<file path="config.mk">
export PLATFORM = sky130hd
export DESIGN_NAME = tile_skew_feeder
export DESIGN_NICKNAME = d
export VERILOG_FILES = /design/src/rtl/tile_skew_feeder.sv
export SDC_FILE = /design/constraint.sdc
export NUM_CORES = 1
export LEC_CHECK = 0
export BUFFER_PORTS_ARGS = -buffer_cell sky130_fd_sc_hd__buf_2
export CAP_MARGIN = 20
export CORE_MARGIN = 3
export CORE_UTILIZATION = 40
export DETAILED_ROUTE_END_ITERATION = 6
export PLACE_DENSITY = 0.68
export SYNTH_ARGS = -nofsm -noshare
export SYNTH_HDL_FRONTEND = slang
export SYNTH_SLANG_ARGS = --single-unit
</file>
<file path="constraint.sdc">
create_clock -name clk -period 1.57 [get_ports clk]
set_clock_uncertainty 0.05 [all_clocks]
set_input_delay 0.157 -clock clk [delete_from_list [all_inputs] [get_ports clk]]
set_output_delay 0.157 -clock clk [all_outputs]
set_load 0.005 [all_outputs]
</file>
<file path="src/rtl/tile_skew_feeder.sv">
// Pops one SIZE x SIZE tile from the tile FIFO and replays it as a diagonally skewed
// stream of SIZE-lane beats (2*SIZE-1 beats per tile) under valid/ready handshake.
module tile_skew_feeder #(
    parameter int BITS = 8,
    parameter int SIZE = 2
) (
    input  logic                                  clk,
    input  logic                                  rst_n,
    output logic                                  fifo_pop,
    input  logic                                  fifo_pop_rdy,
    input  logic [SIZE-1:0][SIZE-1:0][BITS-1:0]   fifo_dout,
    output logic                                  out_valid,
    input  logic                                  out_ready,
    output logic [SIZE-1:0][BITS-1:0]             out_data,
    output logic [SIZE-1:0]                       out_lane_vld,
    output logic                                  out_first,
    output logic                                  out_last,
    output logic                                  busy
);

    localparam int STEPS = 2 * SIZE - 1;
    localparam int LAST  = STEPS - 1;
    localparam int TW    = (STEPS > 1) ? $clog2(STEPS) : 1;
    localparam int DW    = $clog2(2 * SIZE) + 1;

    typedef enum logic [1:0] {
        IDLE,
        FETCH,
        STREAM
    } state_e;

    state_e                              state_q, state_d;
    logic [TW-1:0]                       t_q, t_d;
    logic [SIZE-1:0][SIZE-1:0][BITS-1:0] tile_q, tile_d;

    logic                   streaming;
    logic                   is_last;
    logic                   pop_req;
    logic signed [DW-1:0]   diff;

    assign streaming = (state_q == STREAM);
    assign is_last   = (t_q == TW'(LAST));

    // The pop is gated by rst_n so a held reset never advances the FIFO head.
    assign fifo_pop  = pop_req & rst_n;
    assign out_valid = streaming;
    assign out_first = streaming & (t_q == '0);
    assign out_last  = streaming & is_last;
    assign busy      = (state_q != IDLE);

    always_comb begin
        state_d = state_q;
        t_d     = t_q;
        tile_d  = tile_q;
        pop_req = 1'b0;
        case (state_q)
            IDLE: begin
                if (fifo_pop_rdy) begin
                    pop_req = 1'b1;
                    state_d = FETCH;
                end
            end
            FETCH: begin
                tile_d  = fifo_dout;
                t_d     = '0;
                state_d = STREAM;
            end
            STREAM: begin
                if (out_ready) begin
                    if (is_last) begin
                        pop_req = fifo_pop_rdy;
                        state_d = fifo_pop_rdy ? FETCH : IDLE;
                    end else begin
                        t_d = t_q + 1'b1;
                    end
                end
            end
            default: state_d = IDLE;
        endcase
    end

    // Lane i carries column t-i of row i; signed difference keeps out-of-range steps from wrapping in.
    always_comb begin
        out_data     = '0;
        out_lane_vld = '0;
        diff         = '0;
        for (int i = 0; i < SIZE; i++) begin
            diff = $signed(DW'(t_q)) - $signed(DW'(i));
            for (int j = 0; j < SIZE; j++) begin
                if (streaming && (diff == $signed(DW'(j)))) begin
                    out_data[i]     = tile_q[i][j];
                    out_lane_vld[i] = 1'b1;
                end
            end
        end
    end

    always_ff @(posedge clk or negedge rst_n) begin
        if (!rst_n) begin
            state_q <= IDLE;
            t_q     <= '0;
            tile_q  <= '0;
        end else begin
            state_q <= state_d;
            t_q     <= t_d;
            tile_q  <= tile_d;
        end
    end

endmodule

</file>
# == After elaboration in Yosys (flattened, before gate mapping) ==
# Index checks and enable logic that the tools add are counted.
# op_classes
n_eq_ne,9
add_sub_neg,2
n_mux,20
n_reduce_logical,12
n_bitwise,3
# op_table
cell,count
$mux 8,4
$mux 2,5
$mux 1,8
$eq 2x2->1 const B,3
$logic_not 3->1,2
$ne 2x2->1 const B,3
$pmux 2 s3,1
$reduce_and 3->1,2
$logic_and 1x1->1,4
$logic_not 2->1,2
$pmux 2 s2,1
$reduce_bool 2->1,2
$and 1x1->1,3
$eq 3x2->1 const B,1
$sub 2x1->3 const B,1
$add 2x1->2 const B,1
$eq 2x1->1 const B,1
$ne 2x1->1 const B,1
$pmux 1 s2,1
# word_totals
register_bits,36
inputBits,36

# == Depth between registers and ports, before layout ==
# Gate-level depths: netlist (run 1).
# depth
word_depth,5
depth_mapped,6

# == Worst setup path before layout (run 1) ==
# OpenSTA, ideal clock, no wires.
# synth_timing
path_kind,register -> output
startpoint,reg t_q[0]
endpoint,out out_data[10] (netlist bit)
t_arrival_ps,1223
setup_slack_ps,140
required_ps,1363
n_path_buf,1
stages_incl_launch_ff,7
cell_sequence,dfrtp_1 > inv_1 > ha_1 > nor2b_1 > clkbuf_1 > a22oi_1 > nor2_1
# synth_lines
element,line,source
from (decl),33,"logic [TW-1:0] t_q, t_d;"
from (signal assigned),105,t_q <= t_d;
to (decl),14,"output logic [SIZE-1:0][BITS-1:0] out_data,"

==> results.txt, run 1 <==
----------------------------------------------------
[Status]
  Run status ... finished, violations left
  Failing checks ... negative setup slack

[Min path]
  Startpoint of the worst hold path ... fifo_dout[4]
  Worst hold path type ... in2reg

[Detailed routing]
  Sum of routed wire length over all layers ... roughly 4100 um
  Routed Antenna Nets ... 0
  Routed length per instance ... approximately 15 um
  Via total after detailed routing ... 1341
  Average vias per placed instance ... 4.91
  Drt first-iter violations ... 64
  TritonRoute pass-1 iters ... 2
  Remaining routing DRC violations ... 0

[Clock tree]
  Insertion delay of the later-clocked pin in the worst-skew pair ... between 200 and 300 ps
  Clock sink count ... 36
  Total clock buffers created by CTS ... 5
  Clock input transition at the sequential cells of the worst setup and hold paths ... roughly 80 ps
  TritonCTS clock tree ... done
  Clock Path Buffers ... 2
  Root Buffer ... sky130_fd_sc_hd__clkbuf_8
  Number of H-tree branching levels ... 2

[Floorplan]
  Die Footprint ... 0.00563 mm2
  Die H ... approximately 75 um
  Chip Width ... 75.0 um
  Starting Density ... about 43%
  IO Pins ... about 60
  Number of placement rows ... 24
  Core area ... 0.00447 mm2

[STA]
  Max-slew violation total from the final report ... 0
  Hold slack final ... 40.3 ps
  Worst slew pin tran ... around 450 ps
  Period Utilization, post-route ... 115%
  Min cycle time layout ... 1810 ps
  Setup repair after global routing missed its margin ... true
  Top achievable clock speed ... ~550 MHz
  Hold violation total from the final report ... 0
  Setup TNS ... -3280 ps
  Max-Slew Margin vs Limit ... a little over two thirds
  Setup violations, final ... 20
  Min setup slack post-route ... -237 ps

[Layout]
  Area of all placed cells without fillers ... around 0.0025 mm2
  Final core utilization ... 56.4%
  Number of non-filler instances in the completed layout ... 273
  Share of post-route cells with drive strength above 1 ... 62.4%
  Area added between synthesis and finish ... 32.4%
  Count of nets after finishing ... 260
  Number of fillers in the final layout ... 388
  Antenna diodes ... 0

[Placed design]
  Total placed instance area ... 0.00227 mm2
  Cell count after placement ... 258
  RD Place Congestion ... 0.792
  Place WS ... 31.3 ps
  Number of buffers added on ports ... 58
  Post-detail-place hpwl ... roughly 2800 um

[Logic synthesis]
  Synth Area in Adders ... 2.62%
  Simple-gate portion of the synthesized area ... between 10% and 20%
  Top cell type's share of synthesized area ... 47.2%
  Combinational family with the most area after synthesis ... multiplexers
  Netlist Area Pre-Place ... 0.00191 mm2
  Library cell with the largest summed area after synthesis ... sky130_fd_sc_hd__dfrtp_1
  Synthesized instance count ... 148
  Compound-Gate Fraction of Synth Area ... slightly below 8%
  Synthesized-area fraction occupied by xor and xnor cells ... 0%
  Post-synthesis mux area share ... 24.6%
  Post-Synthesis Net Count ... 188
  Mean instance size in the synthesized netlist ... ~13 um2
  Sequential element share of the synthesized area ... 47.2%
  Leading post-synthesis cells by cell area ... sky130_fd_sc_hd__dfrtp_1 47%, sky130_fd_sc_hd__mux2_4 23%, sky130_fd_sc_hd__buf_12 3.1%
  Flop and latch count out of synthesis ... 36
  Number of different library cells in the post-synthesis netlist ... 28
  Warnings from Yosys ... 0

[Critical path]
  Startpoint of the worst setup timing path ... t_q[0]$_DFFE_PN0P_
  Family of cells with the greatest summed delay on the critical path ... flip-flops
  Startpoint of the lowest-slack register-to-register path ... t_q[0]$_DFFE_PN0P_
  Setup Crit Path Kind ... reg2out
  Highest cell delay on the worst timing path ... roughly 420 ps
  Combined buffer and inverter count along the critical path ... 2
  Signal arrival time at the worst endpoint ... about 1600 ps
  Critical path, cell by cell ... buf_4, ha_4, nor2b_4, a22oi_2, nor2_1, buf_2
  Max stage delay cell, worst path ... sky130_fd_sc_hd__dfrtp_1
  Required arrival time at the worst endpoint ... 1360 ps
  Worst-path fanout max ... 8
  Kind of start point of the critical path ... flop
  Kind of end point of the critical path ... primary output

[Global routing]
  Total overflow reported by the global router ... 0
  Global-route wire length before repair ... 6400 um
  Global-route usage over all layers ... roughly 15%
  Number of antenna violations at the first check in global routing ... 0
  Via count of the first global-routing pass ... 1372
  Pin count of the biggest net entering global routing ... 37

[Power]
  Worst-case vdd ir drop ... between 1 and 1.5 mV
  Switching part of the total power ... 32.4%
  Total leakage power ... roughly 1.2 nW
  Proportion of power drawn by combinational gates ... 47.3%
  Clock network fraction of total power ... 16.8%
  Net Switching ... 1.57 mW
  Total Power Consumption ... between 4 and 5 mW
  Part of the power in registers ... 35.9%
  Cell-internal power ... 3.28 mW
  PwrDens ... 1920 mW/mm2

[Run]
  Max-capacitance violation count ... 0

----------------------------------------------------
-- worst paths after layout --
check | end | slack, ps | depth (start not counted)
setup reg to reg | t_q[0]$_DFFE_PN0P_ | 140 | 5
setup / recovery | out_data[11] | -240 | 6
hold / removal | tile_q[4]$_DFFE_PN0N_ | 40 | 2
hold reg to reg | t_q[1]$_DFFE_PN0P_ | 460 | 1
min in group asynchronous | tile_q[7]$_DFFE_PN0N_ | 420 | 3
max in group asynchronous | state_q[1]$_DFFE_PN0P_ | 700 | 3
-- layout by cell type (no fill, tap or decap), types with 2 or more instances in the layout --
master / instances
sky130_fd_sc_hd__buf_2: 58
sky130_fd_sc_hd__dfrtp_1: 34
sky130_fd_sc_hd__mux2_4: 29
sky130_fd_sc_hd__buf_4: 11
sky130_fd_sc_hd__nor2_1: 10
sky130_fd_sc_hd__nand2_1: 8
sky130_fd_sc_hd__nand3b_1: 8
sky130_fd_sc_hd__a21oi_1: 8
sky130_fd_sc_hd__a22oi_2: 5
sky130_fd_sc_hd__clkbuf_8: 5
sky130_fd_sc_hd__inv_2: 4
sky130_fd_sc_hd__and2_1: 3
sky130_fd_sc_hd__a22oi_1: 3
sky130_fd_sc_hd__mux2_2: 3
sky130_fd_sc_hd__buf_12: 3
sky130_fd_sc_hd__nand2_2: 2
sky130_fd_sc_hd__nor2_2: 2
sky130_fd_sc_hd__nor2b_1: 2
sky130_fd_sc_hd__ha_2: 2
sky130_fd_sc_hd__ha_4: 2
sky130_fd_sc_hd__dfrtp_2: 2
-- sequential cells by signal (all words and copies together), names as in the netlist --
signal / flops
state_q: 2
t_q: 2
tile_q: 32
-- cells in the mapped netlist --
library cell / number
sky130_fd_sc_hd__dfrtp_1: 36
sky130_fd_sc_hd__mux2_4: 29
sky130_fd_sc_hd__nor2_1: 12
sky130_fd_sc_hd__a21oi_1: 9
sky130_fd_sc_hd__nand2_1: 9
sky130_fd_sc_hd__a22oi_1: 8
sky130_fd_sc_hd__nand3b_1: 8
sky130_fd_sc_hd__ha_1: 4
sky130_fd_sc_hd__and2_1: 3
sky130_fd_sc_hd__buf_12: 3
sky130_fd_sc_hd__clkbuf_1: 3
sky130_fd_sc_hd__inv_1: 3
sky130_fd_sc_hd__mux2_2: 3
sky130_fd_sc_hd__nor2b_1: 3
sky130_fd_sc_hd__buf_2: 2
sky130_fd_sc_hd__a21boi_0: 1
sky130_fd_sc_hd__a21o_1: 1
sky130_fd_sc_hd__a22o_2: 1
sky130_fd_sc_hd__a31oi_1: 1
sky130_fd_sc_hd__buf_6: 1
sky130_fd_sc_hd__inv_2: 1
sky130_fd_sc_hd__nand2_2: 1
sky130_fd_sc_hd__nand2b_2: 1
sky130_fd_sc_hd__nand4bb_1: 1
sky130_fd_sc_hd__nor2_8: 1
sky130_fd_sc_hd__o21ai_0: 1
sky130_fd_sc_hd__o2bb2ai_1: 1
sky130_fd_sc_hd__or2_2: 1
-- worst reg2reg max path, cell delays in order (launching register included) --
cell and delay (ps):
sky130_fd_sc_hd__dfrtp_1 420, sky130_fd_sc_hd__inv_2 90, sky130_fd_sc_hd__ha_4 200, sky130_fd_sc_hd__nor2b_1 150, sky130_fd_sc_hd__a21boi_0 140, sky130_fd_sc_hd__a22o_2 270
-- routing by layer --
layer  share of wire (%)  vias to the layer above  global-route usage [%]
met3                 7.9                        6                    5.21
met4                 1.4                        0                    5.34
li1                    -                      656                       -
met5                   0                        -                       0
met2                  44                       48                    23.8
met1                  47                      631                    20.0
-- power by group through the flow --
stage,Combinational [mW],Sequential [mW],Clock (mW)
detailed placement,2.12,1.72,0
global placement,2.10,1.72,0
floorplan,1.67,1.60,0
global route,2.49,1.81,0.887
CTS,2.26,1.74,0.840
finish,2.30,1.74,0.813
-- cells by family after synthesis --
group                    after synthesis
buffers and inverters                 13
AO/OA/AOI/OAI                         23
adder cells (fa/ha/maj)                4
multiplexers                          32
flip-flops                            36
AND/OR/NAND/NOR                       40
-- layout make-up --
type	count	area (um2)	share of cell area, %
clock buffers	5	68.8	2.73
inverters	4	15.0	0.595
flip-flops and latches	36	903	35.8
multi-input cells	99	972	38.5
well taps	52	65.1	2.58
repair buffers	74	458	18.1
clock inverters	3	42.5	1.68
-- repair_timing --
item                                    4_1_cts  5_1_grt
endpoints found under the setup margin       21       21
pin swaps                                     8        3
resized for setup                            19        5
endpoints found under the hold margin        36        0
cloned                                        0        0
hold buffers                                  1        0
buffers inserted                              4        3
No activity file was read; power rests on OpenSTA's default activity.
==> run 2, diff against run 1 <==
--- a/config.mk
+++ b/config.mk
@@ -5,6 +5,7 @@
 export SDC_FILE = /design/constraint.sdc
 export NUM_CORES = 1
 export LEC_CHECK = 0
+export ABC_AREA = 1
 export BUFFER_PORTS_ARGS = -buffer_cell sky130_fd_sc_hd__buf_2
 export CAP_MARGIN = 20
 export CORE_MARGIN = 3
==> results.txt, run 2 <==
----------------------------------------------------
[Placed design]
  Place WS ... 28.1 ps
  RD Place Congestion ... slightly below 0.8
  Post-detail-place hpwl ... between 3000 and 4000 um
  Number of buffers added on ports ... 58
  Total placed instance area ... 0.00223 mm2
  Cell count after placement ... 336

[Global routing]
  Number of antenna violations at the first check in global routing ... 0
  Global-route wire length before repair ... 7510 um
  Total overflow reported by the global router ... 0
  Via count of the first global-routing pass ... 1596
  Global-route usage over all layers ... 18.0%
  Pin count of the biggest net entering global routing ... 37

[Clock tree]
  Clock sink count ... 36
  Total clock buffers created by CTS ... 5
  Clock Path Buffers ... 2
  Root Buffer ... sky130_fd_sc_hd__clkbuf_8
  Clock input transition at the sequential cells of the worst setup and hold paths ... 70 ps
  Number of H-tree branching levels ... 2
  TritonCTS clock tree ... done
  Insertion delay of the later-clocked pin in the worst-skew pair ... 280 ps

[Layout]
  Final core utilization ... 55.8%
  Register bank with the most flops ... tile_q
  Most frequent standard cell in the layout excluding fill and tap cells ... sky130_fd_sc_hd__nand2_1
  Leading cell types in the layout, fill and taps excluded ... 101 x sky130_fd_sc_hd__nand2_1, 58 x sky130_fd_sc_hd__buf_2, 36 x sky130_fd_sc_hd__nand3_1, 35 x sky130_fd_sc_hd__dfrtp_1, 17 x sky130_fd_sc_hd__o21ai_2
  Area added between synthesis and finish ... 32.9%
  Area of all placed cells without fillers ... 0.00248 mm2
  Number of flip-flops under the largest register name ... 32
  Antenna diodes ... 0
  Number of non-filler instances in the completed layout ... approximately 350
  Biggest registers after layout ... tile_q x32, state_q x2, t_q x2
  Count of nets after finishing ... 338
  Share of post-route cells with drive strength above 1 ... 39.1%

[Floorplan]
  Chip Width ... 74.3 um
  Core area ... 0.00444 mm2
  Number of placement rows ... 24
  Die Footprint ... 0.00552 mm2
  Die H ... roughly 74 um
  IO Pins ... 59
  Starting Density ... between 40% and 50%

[Logic synthesis]
  Netlist Area Pre-Place ... about 0.0019 mm2
  Leading post-synthesis cells by cell area ... sky130_fd_sc_hd__dfrtp_1 48%, sky130_fd_sc_hd__nand2_1 21%, sky130_fd_sc_hd__nand3_1 9.7%
  Main flop type after synthesis ... sky130_fd_sc_hd__dfrtp_1
  Number of different library cells in the post-synthesis netlist ... 20
  Flop and latch count out of synthesis ... 36
  Mean instance size in the synthesized netlist ... 8.22 um2
  Library cell with the largest summed area after synthesis ... sky130_fd_sc_hd__dfrtp_1
  Share of synthesized registers carrying an async set or reset ... 100%
  Most common cell in the synthesized netlist ... sky130_fd_sc_hd__nand2_1
  Top cell type's share of synthesized area ... 48.3%
  Warnings from Yosys ... 0
  Cell types with the highest counts after synthesis ... 103 x sky130_fd_sc_hd__nand2_1, 36 x sky130_fd_sc_hd__dfrtp_1, 36 x sky130_fd_sc_hd__nand3_1
  Synthesized instance count ... 227
  Sequential element share of the synthesized area ... 48.3%
  Post-Synthesis Net Count ... 267
  Count of flip-flops with a built-in enable after synthesis ... 0

[Critical path]
  Combined buffer and inverter count along the critical path ... 3
  R2r setup slk ... 210 ps
  Required arrival time at the worst endpoint ... 1360 ps
  Kind of start point of the critical path ... flop
  Kind of end point of the critical path ... primary output
  Family of cells with the greatest summed delay on the critical path ... flip-flops
  Signal arrival time at the worst endpoint ... 1500 ps
  Register-to-Register Path Depth ... 6
  Startpoint of the lowest-slack register-to-register path ... t_q[1]$_DFFE_PN0P_
  Setup Crit Path Kind ... reg2out
  Reg-to-reg endpoint ... t_q[0]$_DFFE_PN0P_
  Critical path, cell by cell ... inv_2, ha_4, inv_8, nor2_4, nand2_1, o21ai_2, buf_2
  Highest cell delay on the worst timing path ... 450 ps
  Worst-path fanout max ... 11
  Max stage delay cell, worst path ... sky130_fd_sc_hd__dfrtp_2

[Min path]
  Hold endpoint ... tile_q[7]$_DFFE_PN0N_
  Worst hold path type ... in2reg
  Hold Crit Depth ... 3
  Startpoint of the worst hold path ... fifo_dout[7]

[STA]
  Top achievable clock speed ... 586 MHz
  Min setup slack post-route ... -135 ps
  Setup repair after global routing missed its margin ... true
  Min cycle time layout ... 1710 ps
  Max-Slew Margin vs Limit ... 69.2%
  Hold slack final ... 49.8 ps
  Period Utilization, post-route ... 109%
  Hold violation total from the final report ... 0
  Setup TNS ... -1600 ps
  Setup violations, final ... 19
  Max-slew violation total from the final report ... 0
  Worst slew pin tran ... approximately 460 ps

[Detailed routing]
  Routed Antenna Nets ... 0
  Drt first-iter violations ... 126
  Via total after detailed routing ... 1742
  Average vias per placed instance ... between 4 and 5
  Remaining routing DRC violations ... 0
  TritonRoute pass-1 iters ... 4
  Sum of routed wire length over all layers ... 4740 um
  Routed length per instance ... 13.5 um

[Status]
  Run status ... finished, violations left
  Failing checks ... negative setup slack

[Power]
  Total Power Consumption ... 4.64 mW
  PwrDens ... 1870 mW/mm2
  Total leakage power ... 1.37 nW
  Worst-case vdd ir drop ... 0.799 mV

[Run]
  Max-capacitance violation count ... 0

----------------------------------------------------
-- run 2: how the worst max path moves through the flow --
stage	from	end	slack [ps]	depth (start not counted)
6_report	t_q[0]$_DFFE_PN0P_	out_data[14]	-140	7
5_1_grt	t_q[0]$_DFFE_PN0P_	out_data[14]	-190	7
4_1_cts	t_q[0]$_DFFE_PN0P_	out_data[14]	-100	7
3_5_place_dp	t_q[0]$_DFFE_PN0P_	out_data[14]	30	7
3_3_place_gp	t_q[0]$_DFFE_PN0P_	out_data[14]	80	7
2_1_floorplan	t_q[1]$_DFFE_PN0P_	out_data[0]	160	6
-- run 2: cell type report --
| type | count | area (um2) |
|---|---|---|
| clock inverter | 1 | 30.0 |
| sequential | 36 | 902 |
| multi-input combinational | 173 | 921 |
| inverter | 9 | 50.0 |
| tap | 52 | 65.1 |
| timing repair buffer | 73 | 417 |
| fill | 428 | 1960 |
| clock buffer | 7 | 96.3 |
-- run 2: cells by family (layout without fill, tap and decap cells) --
family / Yosys count / after routing / synth area share [%]
and+or+nand+nor: 149 / 150 / 35.5
AOI/OAI and AO/OA: 19 / 19 / 8.31
adders and majority gates: 4 / 4 / 2.68
DFF: 36 / 36 / 48.3
buffers and inverters: 19 / 90 / 5.29
-- run 2: tightest hold or removal path, delay by kind of cell --
kind / cells / cell delay, ps
simple gates: 2 / 120
buf+inv: 1 / 70
-- run 2: power breakdown --
part           switching (mW)  total (mW)  internal [mW]  leakage [nW]
clock network           0.324       0.885          0.560        0.0645
logic                    1.28        2.10          0.817         0.863
registers               0.283        1.66           1.37         0.444
total                    1.89        4.64           2.75          1.37
-- run 2: repair_timing --
action | 4_1_cts | 5_1_grt
gates resized for setup | 18 | 6
endpoints found under the hold margin | 36 | 0
pin swaps | 8 | 1
cloned | 1 | 0
setup buffers | 4 | 1
setup endpoints to repair | 22 | 22
hold buffers | 1 | 0
-- run 2: metal layers --
layer  part of all wire (%)  vias up  track usage, %
met3                    5.8        2            3.92
met4                   0.40        0            5.93
met5                      0        -               0
li1                       -      872               -
met2                     47       52            28.3
met1                     47      816            24.7
==> run 3, diff against run 2 <==
--- a/config.mk
+++ b/config.mk
@@ -8,10 +8,13 @@
 export ABC_AREA = 1
 export BUFFER_PORTS_ARGS = -buffer_cell sky130_fd_sc_hd__buf_2
 export CAP_MARGIN = 20
+export CELL_PAD_IN_SITES_DETAIL_PLACEMENT = 0
+export CELL_PAD_IN_SITES_GLOBAL_PLACEMENT = 1
 export CORE_MARGIN = 3
-export CORE_UTILIZATION = 40
+export CORE_UTILIZATION = 36
 export DETAILED_ROUTE_END_ITERATION = 6
-export PLACE_DENSITY = 0.68
+export GPL_TIMING_DRIVEN = 0
+export PLACE_DENSITY = 0.81
 export SYNTH_ARGS = -nofsm -noshare
 export SYNTH_HDL_FRONTEND = slang
 export SYNTH_SLANG_ARGS = --single-unit
==> results.txt, run 3 (synthesis results as in run 2) <==
----------------------------------------------------
[Floorplan]
  Number of placement rows ... 25
  Die Footprint ... 0.00609 mm2
  Core area ... 0.00488 mm2
  Die H ... just under 80 um
  Chip Width ... 78.0 um
  IO Pins ... 59
  Starting Density ... a little under two fifths

[Power]
  Worst-case vdd ir drop ... 0.795 mV
  Total Power Consumption ... about 4.5 mW
  Total leakage power ... 1.38 nW
  PwrDens ... around 1800 mW/mm2

[Layout]
  Share of post-route cells with drive strength above 1 ... between 40% and 50%
  Biggest registers after layout ... tile_q x32, state_q x2, t_q x2
  Antenna diodes ... 0
  Number of fillers in the final layout ... 498
  Most frequent standard cell in the layout excluding fill and tap cells ... sky130_fd_sc_hd__nand2_1
  Count of nets after finishing ... 343
  Leading cell types in the layout, fill and taps excluded ... 100 x sky130_fd_sc_hd__nand2_1, 62 x sky130_fd_sc_hd__buf_2, 36 x sky130_fd_sc_hd__nand3_1, 34 x sky130_fd_sc_hd__dfrtp_1, 17 x sky130_fd_sc_hd__o21ai_2
  Final core utilization ... 51.7%
  Number of non-filler instances in the completed layout ... 370
  Number of flip-flops under the largest register name ... 32
  Register bank with the most flops ... tile_q
  Area added between synthesis and finish ... 35.3%

[Detailed routing]
  Sum of routed wire length over all layers ... a little under 5000 um
  Drt first-iter violations ... 95
  Average vias per placed instance ... approximately 4.7
  TritonRoute pass-1 iters ... 4
  Remaining routing DRC violations ... 0
  Routed Antenna Nets ... 0
  Via total after detailed routing ... 1746
  Routed length per instance ... 13.4 um

[Clock tree]
  Insertion delay of the later-clocked pin in the worst-skew pair ... 290 ps
  Number of H-tree branching levels ... 2
  Clock Path Buffers ... 2
  TritonCTS clock tree ... done
  Clock input transition at the sequential cells of the worst setup and hold paths ... roughly 70 ps
  Clock sink count ... 36
  Total clock buffers created by CTS ... 5
  Root Buffer ... sky130_fd_sc_hd__clkbuf_8

[Placed design]
  Place WS ... -325 ps
  RD Place Congestion ... 0.735
  Post-detail-place hpwl ... 3250 um
  Cell count after placement ... around 350
  Number of buffers added on ports ... 58

[Critical path]
  Startpoint of the worst setup timing path ... t_q[0]$_DFFE_PN0P_
  R2r setup slk ... 290 ps
  Startpoint of the lowest-slack register-to-register path ... t_q[1]$_DFFE_PN0P_
  Setup Crit Path Kind ... reg2out
  Kind of start point of the critical path ... flop
  Highest cell delay on the worst timing path ... 450 ps
  Worst-path fanout max ... 5
  Kind of end point of the critical path ... primary output
  Critical path, cell by cell ... inv_2, ha_1, nand2_4, o21ai_2, buf_2
  Required arrival time at the worst endpoint ... between 1000 and 1500 ps
  Signal arrival time at the worst endpoint ... 1520 ps
  Max stage delay cell, worst path ... sky130_fd_sc_hd__dfrtp_2

[Status]
  Failing checks ... negative hold slack, negative setup slack
  Run status ... finished, violations left

[Min path]
  Worst hold path type ... in2async

[Global routing]
  Total overflow reported by the global router ... 0
  Number of antenna violations at the first check in global routing ... 0
  Via count of the first global-routing pass ... 1666
  Global-route usage over all layers ... 16.5%
  Pin count of the biggest net entering global routing ... 38
  Global-route wire length before repair ... 7890 um

[STA]
  Min cycle time layout ... 1720 ps
  Setup violations, final ... 20
  Hold violation total from the final report ... 36
  Setup repair after global routing missed its margin ... true
  Hold slack final ... -79.6 ps
  Max-Slew Margin vs Limit ... a little over two fifths
  Worst slew pin tran ... 847 ps
  Max-slew violation total from the final report ... 0
  Period Utilization, post-route ... 110%
  Top achievable clock speed ... between 500 and 600 MHz
  Min setup slack post-route ... -155 ps

[Run]
  Max-capacitance violation count ... 0

----------------------------------------------------
run 3: cell types whose count changed in the layout (fill, tap and decap cells not counted), moves of 2 or more:
cell / before / now
sky130_fd_sc_hd__buf_4: 11 / 9
sky130_fd_sc_hd__buf_2: 58 / 62
sky130_fd_sc_hd__clkbuf_8: 7 / 5
sky130_fd_sc_hd__nand2_2: 2 / 4
sky130_fd_sc_hd__buf_12: 0 / 3
run 3: metrics by stage:
stage / setup TNS, ps / instance area (um2) / hold WS [ps]
after floorplan: 0 / 1870 / -189
after global placement: -2530 / 2240 / 252
after detailed placement: -2610 / 2240 / 269
after CTS: -1940 / 2470 / -44.3
after global routing: -3610 / 2520 / -19.4
final: -2220 / 2520 / -79.6
run 3: power breakdown:
part / internal [mW] / switching, mW / total (mW)
sequential: 1.38 / 0.250 / 1.63
combinational: 0.903 / 1.35 / 2.25
clock: 0.302 / 0.328 / 0.630
run 3: final timing paths:
kind                                     endpoint  depth (start not counted)
setup / recovery                      out_data[7]                          5
hold / removal             tile_q[10]$_DFFE_PN0N_                          1
setup reg to reg               t_q[1]$_DFFE_PN0P_                          6
hold reg to reg             tile_q[0]$_DFFE_PN0N_                          2
max in group asynchronous      t_q[0]$_DFFE_PN0P_                          1
min in group clk            tile_q[9]$_DFFE_PN0N_                          3
run 3: routing by layer:
layer,up-vias,wire length [um],track usage [%]
met5,-,0,0
met4,0,61,4.72
met3,6,269,4.47
met2,53,2300,26.0
met1,802,2310,22.2
li1,885,-,-
run 3: critical path, delay by kind of cell, from the launching register on:
family                     cells  cell delay (ps)
DFF                            1              450
buffers and inverters          2              230
and+or+nand+nor                1              130
adders and majority gates      1              270
AOI/OAI and AO/OA              1              150
run 3: layout make-up:
type	instances	area, um2	area share (%)
clock inverters	1	5.00	0.198
flip-flops and latches	36	903	35.8
multi-input cells	174	937	37.1
repair buffers	67	405	16.1
well taps	67	83.8	3.32
clock buffers	6	72.6	2.87
plain buffers	10	66.3	2.63
inverters	9	51.3	2.03
run 3: timing repair:
action / CTS / global route
hold endpoints to repair: 36 / 36
resized for setup: 19 / 8
setup endpoints to repair: 22 / 21
gates cloned: 1 / 1
setup buffers: 8 / 1
pin swaps: 12 / 5
